--- config.mk ---
export PLATFORM = sky130hd
export DESIGN_NAME = llt_phase_loader
export DESIGN_NICKNAME = d
export VERILOG_FILES = /design/src/rtl/lease_cache_pkg.sv /design/src/rtl/llt_phase_loader.sv
export SDC_FILE = /design/constraint.sdc
export NUM_CORES = 1
export LEC_CHECK = 0
export BUFFER_PORTS_ARGS = -buffer_cell sky130_fd_sc_hd__buf_2
export CELL_PAD_IN_SITES_DETAIL_PLACEMENT = 0
export CELL_PAD_IN_SITES_GLOBAL_PLACEMENT = 1
export CORE_MARGIN = 8
export CORE_UTILIZATION = 25
export DETAILED_ROUTE_END_ITERATION = 12
export PLACE_DENSITY_LB_ADDON = 0.1
export SLEW_MARGIN = 20
export SYNTH_ARGS = -nofsm -noshare
export SYNTH_HDL_FRONTEND = slang
export SYNTH_SLANG_ARGS = --single-unit
--- constraint.sdc ---
create_clock -name clock_i -period 4.3 [get_ports clock_i]
set_clock_uncertainty 0.2 [all_clocks]
set_input_delay 0 -clock clock_i [delete_from_list [all_inputs] [get_ports clock_i]]
set_output_delay 0 -clock clock_i [all_outputs]
set_load 0.05 [all_outputs]
--- src/rtl/lease_cache_pkg.sv ---
// Shared definitions for the lease cache: loader state encoding, CLOG2 helper
// and the lookup-table array selects.
package lease_cache_pkg;

    typedef enum logic [2:0] {
        LDR_IDLE  = 3'd0,
        LDR_REQ   = 3'd1,
        LDR_WAIT  = 3'd2,
        LDR_WRITE = 3'd3,
        LDR_FILL  = 3'd4,
        LDR_DONE  = 3'd5
    } loader_state_e;

    localparam logic ARR_REF   = 1'b0;
    localparam logic ARR_LEASE = 1'b1;

    function automatic int CLOG2(input int value);
        int result;
        result = 0;
        while ((1 << result) < value) result++;
        return result;
    endfunction

endpackage

--- src/rtl/llt_phase_loader.sv ---
// Fills the lease lookup table from a phase record in memory: reference words,
// zero fill of unused reference slots, then lease words. All outputs registered.
module llt_phase_loader
    import lease_cache_pkg::*;
#(
    parameter  int N_ENTRIES  = 128,
    localparam int BW_ENTRIES = CLOG2(N_ENTRIES)
) (
    input  logic                  clock_i,
    input  logic                  resetn_i,
    input  logic                  start_i,
    input  logic [31:0]           base_addr_i,
    input  logic [BW_ENTRIES-1:0] n_refs_i,
    output logic                  busy_o,
    output logic                  done_o,
    output logic                  mem_req_o,
    output logic [31:0]           mem_addr_o,
    input  logic                  mem_ready_i,
    input  logic                  mem_rvalid_i,
    input  logic [31:0]           mem_rdata_i,
    output logic [BW_ENTRIES:0]   tbl_addr_o,
    output logic                  tbl_wren_o,
    output logic [31:0]           tbl_data_o,
    output logic [BW_ENTRIES-1:0] tbl_phase_refs_o
);

    localparam logic [BW_ENTRIES-1:0] IDX_MAX = BW_ENTRIES'(N_ENTRIES - 1);

    loader_state_e         state_q, state_d;
    logic [31:0]           base_q, base_d;
    logic [BW_ENTRIES-1:0] n_refs_q, n_refs_d;
    logic                  pass_q, pass_d;
    logic [BW_ENTRIES-1:0] idx_q, idx_d;

    logic                  busy_q, busy_d;
    logic                  done_q, done_d;
    logic                  mem_req_q, mem_req_d;
    logic [31:0]           mem_addr_q, mem_addr_d;
    logic [BW_ENTRIES:0]   tbl_addr_q, tbl_addr_d;
    logic                  tbl_wren_q, tbl_wren_d;
    logic [31:0]           tbl_data_q, tbl_data_d;

    logic                  idx_last;
    logic [31:0]           word_idx;

    assign idx_last = ((BW_ENTRIES+1)'(idx_q) + (BW_ENTRIES+1)'(1)) == (BW_ENTRIES+1)'(n_refs_q);

    always_ff @(posedge clock_i) begin
        // NOTE: registers use <= so every flop samples the pre-edge values.
        if (!resetn_i) begin
            state_q    <= LDR_IDLE;
            base_q     <= '0;
            n_refs_q   <= '0;
            pass_q     <= ARR_REF;
            idx_q      <= '0;
            busy_q     <= 1'b0;
            done_q     <= 1'b0;
            mem_req_q  <= 1'b0;
            mem_addr_q <= '0;
            tbl_addr_q <= '0;
            tbl_wren_q <= 1'b0;
            tbl_data_q <= '0;
        end else begin
            state_q    <= state_d;
            base_q     <= base_d;
            n_refs_q   <= n_refs_d;
            pass_q     <= pass_d;
            idx_q      <= idx_d;
            busy_q     <= busy_d;
            done_q     <= done_d;
            mem_req_q  <= mem_req_d;
            mem_addr_q <= mem_addr_d;
            tbl_addr_q <= tbl_addr_d;
            tbl_wren_q <= tbl_wren_d;
            tbl_data_q <= tbl_data_d;
        end
    end

    always_comb begin
        // NOTE: every *_d starts at its held value so no branch can infer a latch.
        state_d  = state_q;
        base_d   = base_q;
        n_refs_d = n_refs_q;
        pass_d   = pass_q;
        idx_d    = idx_q;
        case (state_q)
            LDR_IDLE: begin
                if (start_i) begin
                    base_d   = base_addr_i & ~32'h3;
                    n_refs_d = n_refs_i;
                    pass_d   = ARR_REF;
                    idx_d    = '0;
                    state_d  = (n_refs_i != '0) ? LDR_REQ : LDR_FILL;
                end
            end
            LDR_REQ:  if (mem_ready_i)  state_d = LDR_WAIT;
            LDR_WAIT: if (mem_rvalid_i) state_d = LDR_WRITE;
            LDR_WRITE: begin
                idx_d = idx_q + BW_ENTRIES'(1);
                if (!idx_last)              state_d = LDR_REQ;
                else if (pass_q == ARR_REF) state_d = LDR_FILL;
                else                        state_d = LDR_DONE;
            end
            LDR_FILL: begin
                if (idx_q == IDX_MAX) begin
                    pass_d  = ARR_LEASE;
                    idx_d   = '0;
                    state_d = (n_refs_q != '0) ? LDR_REQ : LDR_DONE;
                end else begin
                    idx_d = idx_q + BW_ENTRIES'(1);
                end
            end
            LDR_DONE: state_d = LDR_IDLE;
            default:  state_d = LDR_IDLE;
        endcase
    end

    // Outputs are decoded from the next state so the registered copies line up
    // with the state they describe.
    always_comb begin
        busy_d     = (state_d != LDR_IDLE);
        done_d     = (state_d == LDR_DONE);
        mem_req_d  = (state_d == LDR_REQ);
        mem_addr_d = mem_addr_q;
        tbl_wren_d = 1'b0;
        tbl_addr_d = tbl_addr_q;
        tbl_data_d = tbl_data_q;
        word_idx   = 32'(idx_d) + ((pass_d == ARR_LEASE) ? 32'(N_ENTRIES) : 32'd0);
        if (state_d == LDR_REQ) mem_addr_d = base_d + (word_idx << 2);
        if (state_d == LDR_WRITE) begin
            tbl_wren_d = 1'b1;
            tbl_addr_d = {pass_d, idx_d};
            tbl_data_d = mem_rdata_i;
        end else if (state_d == LDR_FILL) begin
            tbl_wren_d = 1'b1;
            tbl_addr_d = {ARR_REF, idx_d};
            tbl_data_d = '0;
        end
    end

    assign busy_o           = busy_q;
    assign done_o           = done_q;
    assign mem_req_o        = mem_req_q;
    assign mem_addr_o       = mem_addr_q;
    assign tbl_addr_o       = tbl_addr_q;
    assign tbl_wren_o       = tbl_wren_q;
    assign tbl_data_o       = tbl_data_q;
    assign tbl_phase_refs_o = n_refs_q;

endmodule

Word level (Yosys, flattened, before mapping)
Cells that the tools add are included.
- word-level logic and storage cells: 56
- bits in registers: 126
- output and inout bits: 83
- ROM bits: 0
- input bits: 76
- bits in latches: 0
- memories: 0
- RAM bits: 0
- reduce and logical (&&, ||, !) cells: 6
- magnitude comparators: 0
- shift-type cells: 0
- bitwise gates (word level): 0
- multiply operators: 0
- multiplexer cells: 24
- div/mod/pow operators: 0
- equality and inequality tests: 10
- $add $sub $neg: 4
- operators with widths (kind ; count):
    32-bit two-way mux ; 4
    32-bit by 11-bit adder with 32-bit output ; 1
    8-bit two-way mux ; 3
    3-bit two-way mux ; 7
    7-bit one-hot mux with 3 select lines ; 1
    3-bit one-hot mux with 5 select lines ; 1
    7-bit two-way mux ; 2
    7-bit nonzero test ; 2
    7-bit by 8-bit adder with 9-bit output ; 1
    3-bit by 2-bit equality test with 1-bit output (second input constant) ; 3
    3-bit equality test (second input constant) ; 3
    7-bit by 1-bit adder with 8-bit output (second input constant) ; 1
    8-bit by 7-bit equality test with 1-bit output ; 1
    7-bit by 1-bit adder with 7-bit output (second input constant) ; 1
    7-bit equality test (second input constant) ; 1
    3-bit by 1-bit equality test with 1-bit output (second input constant) ; 2
    1-bit two-way mux ; 5
    3-bit zero test ; 1
    3-bit nonzero test ; 1
    1-bit one-hot mux with 2 select lines ; 1
    2-bit AND reduction ; 1
    2-bit nonzero test ; 1

Longest topological paths before layout
- depth in word-level cells: 7
- gate-level depth with buffers: 19
- gate-level depth less buffers: 15

Worst setup path before layout
Ideal clock, no wire load.
- path type: flip-flop to flip-flop
- start point: reg state_q[1]
- end point: reg mem_addr_q[26] (netlist: mem_addr_o[26])
- data required time: 3972 ps
- arrival time: 3925 ps
- setup time: 128 ps
- path buffers: 6
- stages on the path, launching flop included: 20
- slack: 48 ps
- period minus slack after synthesis: 4252 ps
- cells stage by stage: dfxtp_1 -> buf_6 -> nor4b_2 -> buf_2 -> buf_2 -> buf_4 -> buf_4 -> nand2_1 -> nand2_1 -> ha_1 -> inv_1 -> fa_1 -> nor2b_1 -> o2111ai_1 -> a31o_2 -> clkbuf_1 -> nor4_1 -> xnor2_1 -> mux2i_1 -> nor2_1
- elaborated cells between the ends (all ways): 17
- classes of those cells: add/sub: 2; eq/ne: 5; mux: 9; reduce/logical: 1
- RTL lines (element ; line ; text):
    start: declaration ; llt_phase_loader.sv:29 ; loader_state_e state_q, state_d;
    start signal: assignment ; llt_phase_loader.sv:64 ; state_q <= state_d;
    3-bit zero test ; llt_phase_loader.sv:86 ; case (state_q)
    32-bit two-way mux ; llt_phase_loader.sv:86 ;
    via base_d[2] ; llt_phase_loader.sv:30 ; logic [31:0] base_q, base_d;
    32-bit by 11-bit adder with 32-bit output ; llt_phase_loader.sv:129 ; if (state_d == LDR_REQ) mem_addr_d = base_d + (word_idx << 2);
    end signal: assignment ; llt_phase_loader.sv:72 ; mem_addr_q <= mem_addr_d;
    end: declaration ; llt_phase_loader.sv:38 ; logic [31:0] mem_addr_q, mem_addr_d;
The timed path passes the listed nets, and every way through them passes these cells.
A chain may end at the register's enable or synchronous reset.

Worst setup path after layout
- start point: reg state_q[0]
- end point: reg mem_addr_q[31] (netlist: mem_addr_o[31])
- elaborated cells between the ends (all ways): 17
- classes of those cells: add/sub: 2; eq/ne: 5; mux: 9; reduce/logical: 1
- RTL lines (element ; line ; text):
    3-bit equality test, or another cell as far along ; llt_phase_loader.sv:86 ;
    7-bit one-hot mux with 3 select lines (*) ; llt_phase_loader.sv:86 ;
    via idx_d[4] ; llt_phase_loader.sv:33 ; logic [BW_ENTRIES-1:0] idx_q, idx_d;
    7-bit by 8-bit adder with 9-bit output (*) ; llt_phase_loader.sv:128 ; word_idx = 32'(idx_d) + ((pass_d == ARR_LEASE) ? 32'(N_ENTRIES) : 32'd0);
    32-bit by 11-bit adder with 32-bit output (*) ; llt_phase_loader.sv:129 ;
The timed path passes the listed nets; every way through them passes the cells marked *.

==> key figures <==
Outcome
  • Outcome: complete, no violations

GRT
  • All-Layer GR Usage: 13.9%
  • Vias in the first global route: 5727
  • Largest net degree at the start of global routing: 69
  • First-pass GRT wire length: 31100 microns
  • Remaining Overflow, GRT: 0
  • Initial antenna violation count: 0

Worst setup path
  • WP data required: 4380 ps
  • Reg-to-reg setup timing slack: 400 ps
  • Crit Reg-Reg Startpoint: state_q[0]
  • Worst endpoint data arrival time: 3970 ps
  • Setup crit end kind: register
  • Worst-path fanout max: 8
  • Crit. Startpoint: state_q[0]
  • CP startpoint kind: register
  • Critical path class: reg -> reg

Die
  • Initial core utilization: 25.4%
  • Die Width: 167 microns
  • Die Footprint: 0.0279 sq mm
  • Die Y: 167 microns
  • # IOs: 159
  • Core box area: 0.0225 sq mm
  • FP Rows: 55

Timing
  • Final Cycle Share: 90.6%
  • Worst slew pin tran: 886 ps
  • Final setup fails: 0
  • Final Hold Vio Count: 0
  • Unrepaired setup endpoints after global routing: no
  • Worst slew margin: 41.0%
  • Final slew viol count: 0
  • Fmax achieved: 257 MHz
  • Min setup slack post-route: 405 ps
  • Hold slack: 26.4 ps
  • Min Clock Period, post-route: 3900 ps
  • Setup_tns: 0 ps

Power
  • Pint: 2.36 mW
  • Clock Power Share: 43.3%
  • Comb power frac: 18.5%
  • Pwr Density: 413 mW/mm^2
  • LEAKAGE: 3.61 nW
  • Sw frac: 29.5%
  • Psw: 0.988 mW
  • VDD IR max: 0.225 mV
  • Flop pwr share: 38.2%

Synthesis
  • Count of different cell masters after synthesis: 57
  • Cell taking the most area after synthesis: dfxtp_1
  • Synth area leaders: dfxtp_1 (44%), nand2_1 (6.5%), mux2i_1 (5.8%), a22o_1 (5.5%), nor2_1 (3.4%)
  • Top-area cell type share of the netlist area: 44.2%
  • Syn_nets: 741
  • Syn avg cell area: 8.71 sq um
  • Top-count cell post-synth: dfxtp_1
  • Synth Flop Type: dfxtp_1
  • Cells after synthesis: 655
  • Post-synth ARST share: 0%
  • Seq cells post-synth: 126
  • Synthesized area: 0.00571 sq mm
  • Post-synth top cells: dfxtp_1 (126), nand2_1 (99), nor2_1 (51), nand3_1 (38), a22o_1 (36)
  • EDFF count, synth: 0
  • Register area share after synthesis: 44.2%
  • Synth Warn #: 0

Hold path
  • Worst Hold Launch: start_i
  • Type of the tightest min-delay check: in -> reg

Detailed routing
  • WL per Instance: 16.4 microns
  • # DRC: 0
  • Post-Route WL: 19300 microns
  • DRT antenna net count: 0
  • Initial DRC Count: 269
  • DR vias: 5458
  • Initial DRT Pass Iterations: 6
  • Average vias per placed instance: 4.65

Clock network
  • Clk Latency, worst-skew pair: 420 ps
  • Num CTS Buffers: 17
  • Clock Path Buffers: 2
  • Clock Pin Slew Worst Setup and Hold Paths: 60 ps
  • Postcts setup bufs: 0
  • CTS tree: built
  • Clock Tree Root: clkbuf_16
  • H-tree levels: 4
  • Clock Sinks: 126

Placement
  • Final HPWL DP: 14000 microns
  • Placed cell area: 0.00678 sq mm
  • I/O Buffers: 156
  • Pre-CTS WS: 221 ps
  • Routability cong.: 0.792

Final layout
  • # nets final: 963
  • Diodes inserted: 0
  • Area Overhead vs Synth: 42.3%
  • Final Cell Area: 0.00812 sq mm
  • Filler Cell Count: 2310
  • Core Util, Final: 36.1%
  • Layout cells sized above 1: 24.3%

Run
  • Max_cap viols: 0
[metrics by stage]
| stage | power (mW) | instances |
|---|---|---|
| 2_1_floorplan | 1.71 | 655 |
| 3_3_place_gp | 1.88 | 1070 |
| 3_5_place_dp | 1.88 | 1070 |
| 4_1_cts | 3.41 | 1174 |
| 5_1_grt | 3.52 | 1174 |
| 6_report | 3.35 | 1174 |
[power groups by stage]
stage	clock [mW]	sequential [mW]	combinational (mW)
floorplan	0	1.44	0.270
global placement	0	1.30	0.573
detailed placement	0	1.31	0.575
CTS	1.49	1.28	0.631
global route	1.55	1.29	0.678
finish	1.45	1.28	0.621
[registers in the layout, indices dropped and copies added, names as in the netlist]
name / cells
tbl_wren_o: 1
idx_q: 7
done_o: 1
tbl_phase_refs_o: 7
busy_o: 1
mem_addr_o: 32
tbl_addr_o: 8
pass_q: 1
tbl_data_o: 32
base_q: 32
state_q: 3
mem_req_o: 1
[cell families after synthesis]
kind of cell	count (synthesis)	share of synthesized area (%)
AOI/OAI and AO/OA	145	17.2
DFF	126	44.2
buffers and inverters	56	4.39
xor gates and xnor gates	30	4.85
and+or+nand+nor	253	20.9
muxes	35	6.18
adders and majority gates	10	2.32
[repair_timing]
item / in CTS / in global routing
gates resized for setup: 0 / 2
hold buffers: 73 / 0
endpoints found under the setup margin: 0 / 10
endpoints found under the hold margin: 93 / 0
[worst max-delay path: stages (launching register included)]
cell and delay, ps:
dfxtp_1 490, nor2b_1 250, nand2_1 130, buf_4 200, and2_1 180, a22o_1 280
ha_1 390, nand3_1 110, o211ai_1 270, o221a_2 290, o211ai_1 270, or4_1 500
nand4_1 110, o21ai_1 80
[path summary, 6_finish.rpt]
path | end | cells past startpoint
worst max-delay path | mem_addr_o[31] | 13
worst min-delay path | tbl_phase_refs_o[1] | 5
worst max register to register | mem_addr_o[31] | 13
worst min register to register | mem_addr_o[2] | 2
[cell type report]
class,instances,area [sq um],area share [%]
Sequential cell,126,2520,31.1
Clock buffer,21,480,5.92
Clock inverter,10,113,1.39
Multi-Input combinational cell,473,2960,36.5
Inverter,14,52.6,0.647
Timing Repair Buffer,245,1630,20.1
Tap cell,285,357,4.39
[layer usage]
metal	GRT usage [%]	part of all wire (%)
met3	3.59	2.9
met1	16.3	45
met2	24.5	51
met5	0	0
met4	4.23	1.4
[placed cells by master (no fill, tap or decap), types with 14 or more instances in the layout]
| cell type | n |
|---|---|
| a21oi_1 | 29 |
| a22o_1 | 36 |
| buf_2 | 156 |
| buf_4 | 16 |
| clkbuf_16 | 17 |
| dfxtp_1 | 126 |
| dlygate4sd3_1 | 73 |
| inv_1 | 14 |
| mux2i_1 | 33 |
| nand2_1 | 99 |
| nand3_1 | 38 |
| nor2_1 | 51 |
| o21ai_0 | 33 |
| xnor2_1 | 17 |
(Power assumes the default switching activity.)
